$ cat src/rtl/op_sequencer.sv
// op_sequencer: consumer side of the control_unit opcode interface.
// Takes one opcode at a time from IDLE, pulses the matching datapath start,
// waits for that unit's done (or a timeout), acks the requesting source, then
// ignores opcode_in for a short holdoff so a stale opcode is not re-taken.
// Every output is a flop loaded from the next-state decode.
module op_sequencer #(
    parameter int TIMEOUT_CYCLES = 1024,
    parameter int HOLDOFF_CYCLES = 2
) (
    input  logic       clk,
    input  logic       reset,
    input  logic [1:0] opcode_in,
    input  logic       tx_done_in,
    input  logic       rx_done_in,
    input  logic       log_done_in,
    output logic       tx_start_out,
    output logic       rx_start_out,
    output logic       log_start_out,
    output logic       dpp_ack_out,
    output logic       nd_ack_out,
    output logic       na_ack_out,
    output logic       busy_out,
    output logic       timeout_out,
    output logic [1:0] active_op_out
);

    localparam int TW = (TIMEOUT_CYCLES > 0) ? $clog2(TIMEOUT_CYCLES + 1) : 1;
    localparam int HW = (HOLDOFF_CYCLES > 0) ? $clog2(HOLDOFF_CYCLES + 1) : 1;
    localparam logic [TW-1:0] T_LAST = TW'((TIMEOUT_CYCLES > 0) ? TIMEOUT_CYCLES - 1 : 0);
    localparam logic [HW-1:0] H_LOAD = HW'(HOLDOFF_CYCLES);

    localparam logic [1:0] OP_TXE = 2'b01;
    localparam logic [1:0] OP_RXA = 2'b10;
    localparam logic [1:0] OP_LOG = 2'b11;

    typedef enum logic [2:0] {
        S_IDLE,
        S_START,
        S_WAIT,
        S_ACK,
        S_HOLD
    } state_t;

    state_t          state, state_d;
    logic [TW-1:0]   timer, timer_d;
    logic [HW-1:0]   hold_cnt, hold_d;
    logic            to_flag, to_flag_d;
    logic [1:0]      op_d;
    logic            done_match;

    // Only the done line of the unit actually running counts.
    always_comb begin
        done_match = 1'b0;
        case (active_op_out)
            OP_TXE:  done_match = tx_done_in;
            OP_RXA:  done_match = rx_done_in;
            OP_LOG:  done_match = log_done_in;
            default: done_match = 1'b0;
        endcase
    end

    // Next-state, counters and latched opcode.
    always_comb begin
        state_d   = state;
        timer_d   = timer;
        hold_d    = hold_cnt;
        to_flag_d = to_flag;
        op_d      = active_op_out;
        case (state)
            S_IDLE: begin
                if (opcode_in != 2'b00) begin
                    op_d    = opcode_in;
                    state_d = S_START;
                end
            end
            S_START: begin
                timer_d   = '0;
                to_flag_d = 1'b0;
                state_d   = S_WAIT;
            end
            S_WAIT: begin
                if (done_match) begin
                    state_d = S_ACK;
                end else if (TIMEOUT_CYCLES != 0 && timer == T_LAST) begin
                    to_flag_d = 1'b1;
                    state_d   = S_ACK;
                end else if (TIMEOUT_CYCLES != 0) begin
                    timer_d = timer + 1'b1;
                end
            end
            S_ACK: begin
                if (HOLDOFF_CYCLES == 0) begin
                    op_d    = 2'b00;
                    state_d = S_IDLE;
                end else begin
                    hold_d  = H_LOAD;
                    state_d = S_HOLD;
                end
            end
            S_HOLD: begin
                hold_d = hold_cnt - 1'b1;
                if (hold_cnt == HW'(1)) begin
                    op_d    = 2'b00;
                    state_d = S_IDLE;
                end
            end
            default: begin
                op_d    = 2'b00;
                state_d = S_IDLE;
            end
        endcase
    end

    // State plus registered outputs decoded from the state being entered.
    always_ff @(posedge clk) begin
        if (reset) begin
            state         <= S_IDLE;
            timer         <= '0;
            hold_cnt      <= '0;
            to_flag       <= 1'b0;
            active_op_out <= 2'b00;
            tx_start_out  <= 1'b0;
            rx_start_out  <= 1'b0;
            log_start_out <= 1'b0;
            dpp_ack_out   <= 1'b0;
            nd_ack_out    <= 1'b0;
            na_ack_out    <= 1'b0;
            busy_out      <= 1'b0;
            timeout_out   <= 1'b0;
        end else begin
            state         <= state_d;
            timer         <= timer_d;
            hold_cnt      <= hold_d;
            to_flag       <= to_flag_d;
            active_op_out <= op_d;
            tx_start_out  <= (state_d == S_START) && (op_d == OP_TXE);
            rx_start_out  <= (state_d == S_START) && (op_d == OP_RXA);
            log_start_out <= (state_d == S_START) && (op_d == OP_LOG);
            dpp_ack_out   <= (state_d == S_ACK) && (op_d == OP_TXE);
            nd_ack_out    <= (state_d == S_ACK) && (op_d == OP_RXA);
            na_ack_out    <= (state_d == S_ACK) && (op_d == OP_LOG);
            busy_out      <= (state_d != S_IDLE);
            timeout_out   <= (state_d == S_ACK) && to_flag_d;
        end
    end

endmodule

$ cat config.mk
export PLATFORM = sky130hd
export DESIGN_NAME = op_sequencer
export DESIGN_NICKNAME = d
export VERILOG_FILES = /design/src/rtl/op_sequencer.sv
export SDC_FILE = /design/constraint.sdc
export NUM_CORES = 1
export LEC_CHECK = 0
export CORE_AREA = 10 10 61 63
export CTS_CLUSTER_DIAMETER = 30
export DETAILED_ROUTE_END_ITERATION = 16
export DIE_AREA = 0 0 71 73
export PLACE_DENSITY = 0.84
export SLEW_MARGIN = 20
export SYNTH_ARGS = -nofsm -noshare
export SYNTH_HDL_FRONTEND = slang
export SYNTH_SLANG_ARGS = --single-unit
$ cat constraint.sdc
create_clock -name clk -period 2.1 [get_ports clk]
set_input_delay 0.21 -clock clk [delete_from_list [all_inputs] [get_ports clk]]
set_output_delay 0.21 -clock clk [all_outputs]
set_load 0.1 [all_outputs]
-- Word-level counts from Yosys, hierarchy flattened
Index checks and enable logic that the tools add are counted.
- output and inout port bits: 10
- logic and storage cells: 61
- register bits after elaboration: 27
- input bits: 7
- reductions and logical operators: 14
- add/subtract/negate cells: 2
- equal/unequal tests: 16
- multiplexer cells: 16
- operator list (operator ; number):
    11-bit two-way mux ; 2
    11-bit case mux with 2 select lines ; 1
    3-bit case mux with 5 select lines ; 1
    3-bit two-way mux ; 4
    11-bit by 1-bit adder with 11-bit output (second input constant) ; 1
    11-bit by 10-bit equality test with 1-bit output (second input constant) ; 1
    3-bit by 2-bit equality test with 1-bit output (second input constant) ; 3
    2-bit equality test (second input constant) ; 4
    1-bit logical AND ; 7
    2-bit by 1-bit equality test with 1-bit output (second input constant) ; 3
    3-bit by 1-bit equality test with 1-bit output (second input constant) ; 2
    2-bit case mux with 3 select lines ; 1
    2-bit nonzero test ; 3
    2-bit two-way mux ; 2
    2-bit != test (second input constant) ; 2
    2-bit case mux with 2 select lines ; 1
    3-bit equality test (second input constant) ; 1
    3-bit logical NOT ; 1
    1-bit case mux with 3 select lines ; 1
    3-bit AND reduction ; 1
    3-bit nonzero test ; 1
    3-bit OR reduction ; 1
    1-bit two-way mux ; 2
    1-bit case mux with 2 select lines ; 1
    2-bit by 1-bit subtractor with 2-bit output (second input constant) ; 1

-- Depth between registers and ports, before layout
- word-level depth: 6
- mapped depth: 7
- gate-level depth less buffers: 6

-- Least setup slack after synthesis
OpenSTA, ideal clock, no wires.
- kind: register -> register
- start point: reg active_op_out[0]
- end point: reg timer[8]
- clock period less this slack: 2.246 ns
- slack: -0.146 ns
- required time: 2.030 ns
- setup time: 0.070 ns
- cell stages (with the launch flop): 6
- buffers on the path: 1
- arrival time: 2.176 ns
- path through: dfxtp_1 -> mux2i_1 -> o211ai_2 -> buf_6 -> or4_1 -> a21oi_1
- word-level cells in the longest chain between the ends: 4
- RTL lines (element ; RTL line ; text):
    start, declared ; 24 ; output logic [1:0] active_op_out
    start signal, assigned ; 135 ; active_op_out <= op_d;
    2-bit equality test / 2-bit by 1-bit equality test with 1-bit output (equally long branches) ; 54 ; case (active_op_out)
    1-bit case mux with 3 select lines (*) ; 54 ;
    2-bit != test (no line) (*) ; n/a ;
    3-bit AND reduction (no line) (*) ; n/a ;
    end signal, assigned ; 132 ; timer <= timer_d;
    end, declared ; 45 ; logic [TW-1:0] timer, timer_d;
Mark *: on every way between the ends. The rest lies on a longest branch, timed or not.
A chain may end at the register's enable or synchronous reset.

-- Worst setup path after layout
- start point: reg active_op_out[0]
- end point: reg timer[7]
Same word-level chain as after synthesis.

==> flow_metrics.py <==
metrics = {
    "run_status": {
        "status": "complete, no violations",
    },
    "timing": {
        "tightestPinTransition_ps": 730,
        "finalSetupViolCount": 0,
        "fin_crit_sh": 0.895,
        "final_hold_viol_count": 0,
        "maxSlewHeadroom": 0.512,
        "fmax_mhz": 532,
        "skew_ps": 4.48,
        "maxSlewViolCount": 0,
        "period_needed_ps": 1880,
        "fin_setup_tns_ps": 0,
        "rsz0062_at_grt": "no",
    },
    "floorplan": {
        "start_util": 0.487,
        "die_w_um": 71,
        "row_count": 19,
        "die_h_um": 73,
        "die_area_sq_um": 5180,
        "core_area_sq_um": 2620,
        "ioPinCount": 17,
    },
    "synthesis": {
        "synth_top_area_cell": "dfxtp_1",
        "async_flop_share": 0,
        "postSynthAreaPerCell_sq_um": 9.03,
        "synth-seq-area-share": 0.424,
        "synth_warnings": 0,
        "ys_ff_latch": 27,
        "synth-edff-count": 0,
        "synth_cell_types": 41,
        "synth_top_area_frac": 0.424,
        "syn-num-nets": 150,
        "synth_area_sq_um": 1270,
        "ys_top_cells_by_area": "dfxtp_1, a21oi_1, o31ai_1",
        "synth_cells": 141,
        "ys.flop_type": "dfxtp_1",
    },
    "clock_tree": {
        "cts_tree": "built",
        "cts_sinks": 27,
        "root_buffer": "clkbuf_4",
        "clk_pin_slew_ps": 140,
        "cts_hold_buf": 0,
        "clockBufferDepth": 2,
        "cts_resized": 0,
        "htree_levels": 1,
        "clock_latency_ps": 330,
        "cts_buffers": 3,
        "postCtsSetupRepairBufs": 0,
    },
    "pwr": {
        "power_frac_seq": 0.535,
        "finalPower_mw": 1.04,
        "clkPwrFrac": 0.216,
        "p_sw_mw": 0.355,
        "p_comb_frac": 0.249,
        "p_int_mw": 0.690,
        "ir_drop_uv": 513,
        "power-per-cell-area_nw_per_um2": 716,
        "p_leak_nw": 0.491,
        "swShare": 0.339,
    },
    "detailed_routing": {
        "wl_per_cell_um": 15.8,
        "vias": 1177,
        "post-route-drc-count": 0,
        "drt_first_pass_iters": 4,
        "ant_nets": 0,
        "drtIter0Drc": 55,
        "postRouteWirelength_um": 2960,
        "vias_per_cell": 6.26,
    },
    "setup_path": {
        "reg2reg_depth": 4,
        "r2r-end": "timer[7]",
        "cp.arrival_ps": 2150,
        "worstPathMaxFanout": 20,
        "reg2reg_slack_ps": 220,
        "timing.rr.start": "active_op_out[0]",
        "startpoint_type": "flip-flop",
        "crit_type": "reg -> reg",
        "crit_required_ps": 2370,
        "end_kind": "flip-flop",
    },
    "grt": {
        "grt_max_degree": 21,
        "grt_overflow_total": 0,
        "grt_pass1_wl_um": 5010,
        "track_usage": 0.114,
        "grt_pass1_vias": 1162,
        "antenna_found_initial": 0,
    },
    "final_layout": {
        "antennaDiodeCount": 0,
        "syn2layout_area_growth_pct": 14.6,
        "nets": 167,
        "drive_gt1_frac": 0.159,
        "fin_util": 0.558,
        "multi_input_area_sq_um": 664,
        "seq_area_sq_um": 543,
        "fill_cells": 254,
    },
    "worst_hold_path": {
        "worstHoldPathCells": 2,
        "min_from": "timer[10]",
        "min_to": "timer[10]",
        "hold_path.class": "reg -> reg",
    },
    "place": {
        "hpwl_um": 2230,
        "io_buffer_count": 16,
        "gp_congestion": 0.832,
    },
    "run": {
        "maxCapViolCount": 0,
    },
}
==> sequential cells by signal, summed over array words and instances, names as in the netlist <==
register	count
timeout_out	1
nd_ack_out	1
to_flag	1
tx_start_out	1
rx_start_out	1
dpp_ack_out	1
na_ack_out	1
state	3
log_start_out	1
active_op_out	2
busy_out	1
timer	11
hold_cnt	2
==> placed cells by master (no fill, tap or decap), drive strengths merged <==
cell type      count
o211a              1
and2               3
and4               1
nor2b              1
o21ai              6
nor4b              2
nor4               4
o41ai              1
o211ai             4
nand2              8
a22o               1
nor3b              1
nand4              4
a31oi              1
o2bb2ai            1
buf               15
nor3               5
clkdlybuf4s50      6
and3               1
clkbuf             4
ha                 2
nand4b             1
dfxtp             27
nand3b             1
nand3              5
nor2               6
or3                2
a32oi              1
a21oi             18
or4                7
or3b               2
o31ai              7
nand2b             1
mux2i              2
a211oi             1
inv                4
==> through the flow <==
stage                     std cells  worst slack, ps  cell area (sq um)  hold WS, ps
final                           188              220               1460          508
after global routing            188             35.7               1460          521
after CTS                       188              233               1460          502
after detailed placement        184             69.2               1430          482
after global placement          184              187               1430          458
after floorplan                 141              198               1280          287
==> cell families (layout without fill, tap and decap cells) <==
kind of cell	count (synthesis)	after routing	share of synthesized area
AND/OR/NAND/NOR	55	55	0.274
AO/OA/AOI/OAI	42	42	0.212
flip-flops	27	27	0.424
buffers and inverters	13	29	0.0540
adder cells (fa/ha/maj)	2	2	0.0196
multiplexers	2	2	0.0157
==> metal layers <==
metal  routed length [um]  global-route usage  vias to the layer above
met3                  117              0.0259                        5
met4                   32              0.0430                        0
met5                    0                   0                        -
li1                     -                   -                      568
met1                 1300               0.126                      573
met2                 1510               0.206                       31
==> power by group through the flow <==
stage / Combinational, mW / Sequential [mW] / Clock, mW
floorplan: 0.139 / 0.637 / 0
global placement: 0.251 / 0.568 / 0
detailed placement: 0.259 / 0.570 / 0
CTS: 0.260 / 0.559 / 0.228
global route: 0.284 / 0.563 / 0.247
finish: 0.261 / 0.559 / 0.225
==> synthesized netlist by cell type, drive strengths merged (3+ instances only) <==
master   n
dfxtp   27
a21oi   18
nand2    8
o31ai    7
or4      7
nor2     6
o21ai    6
clkbuf   5
nand3    5
nor3     5
buf      4
inv      4
nand4    4
nor4     4
o211ai   4
and2     3
==> worst max path at each step <==
| stage | startpoint | to | cells past startpoint |
|---|---|---|---|
| 6_report | active_op_out[0] | timer[7] | 4 |
| 5_1_grt | timer[0] | nd_ack_out | 5 |
| 4_1_cts | timer[0] | nd_ack_out | 5 |
| 3_5_place_dp | log_done_in | timer[4] | 5 |
| 3_3_place_gp | log_done_in | timer[4] | 5 |
| 2_1_floorplan | active_op_out[0] | timer[8] | 5 |
==> critical path, stage by stage (launching register included) <==
cell and delay [ps]:
dfxtp_2 400, mux2i_1 330, o211ai_2 350, or4_1 580, a21oi_1 160
==> cell type report <==
cell class	count	share of cell area
repair buffers	21	0.118
well taps	31	0.0266
clock buffers	4	0.0180
multi-input cells	101	0.455
flip-flops and latches	27	0.372
inverters	4	0.0103
Note: power is estimated with default switching activity, not from simulation.
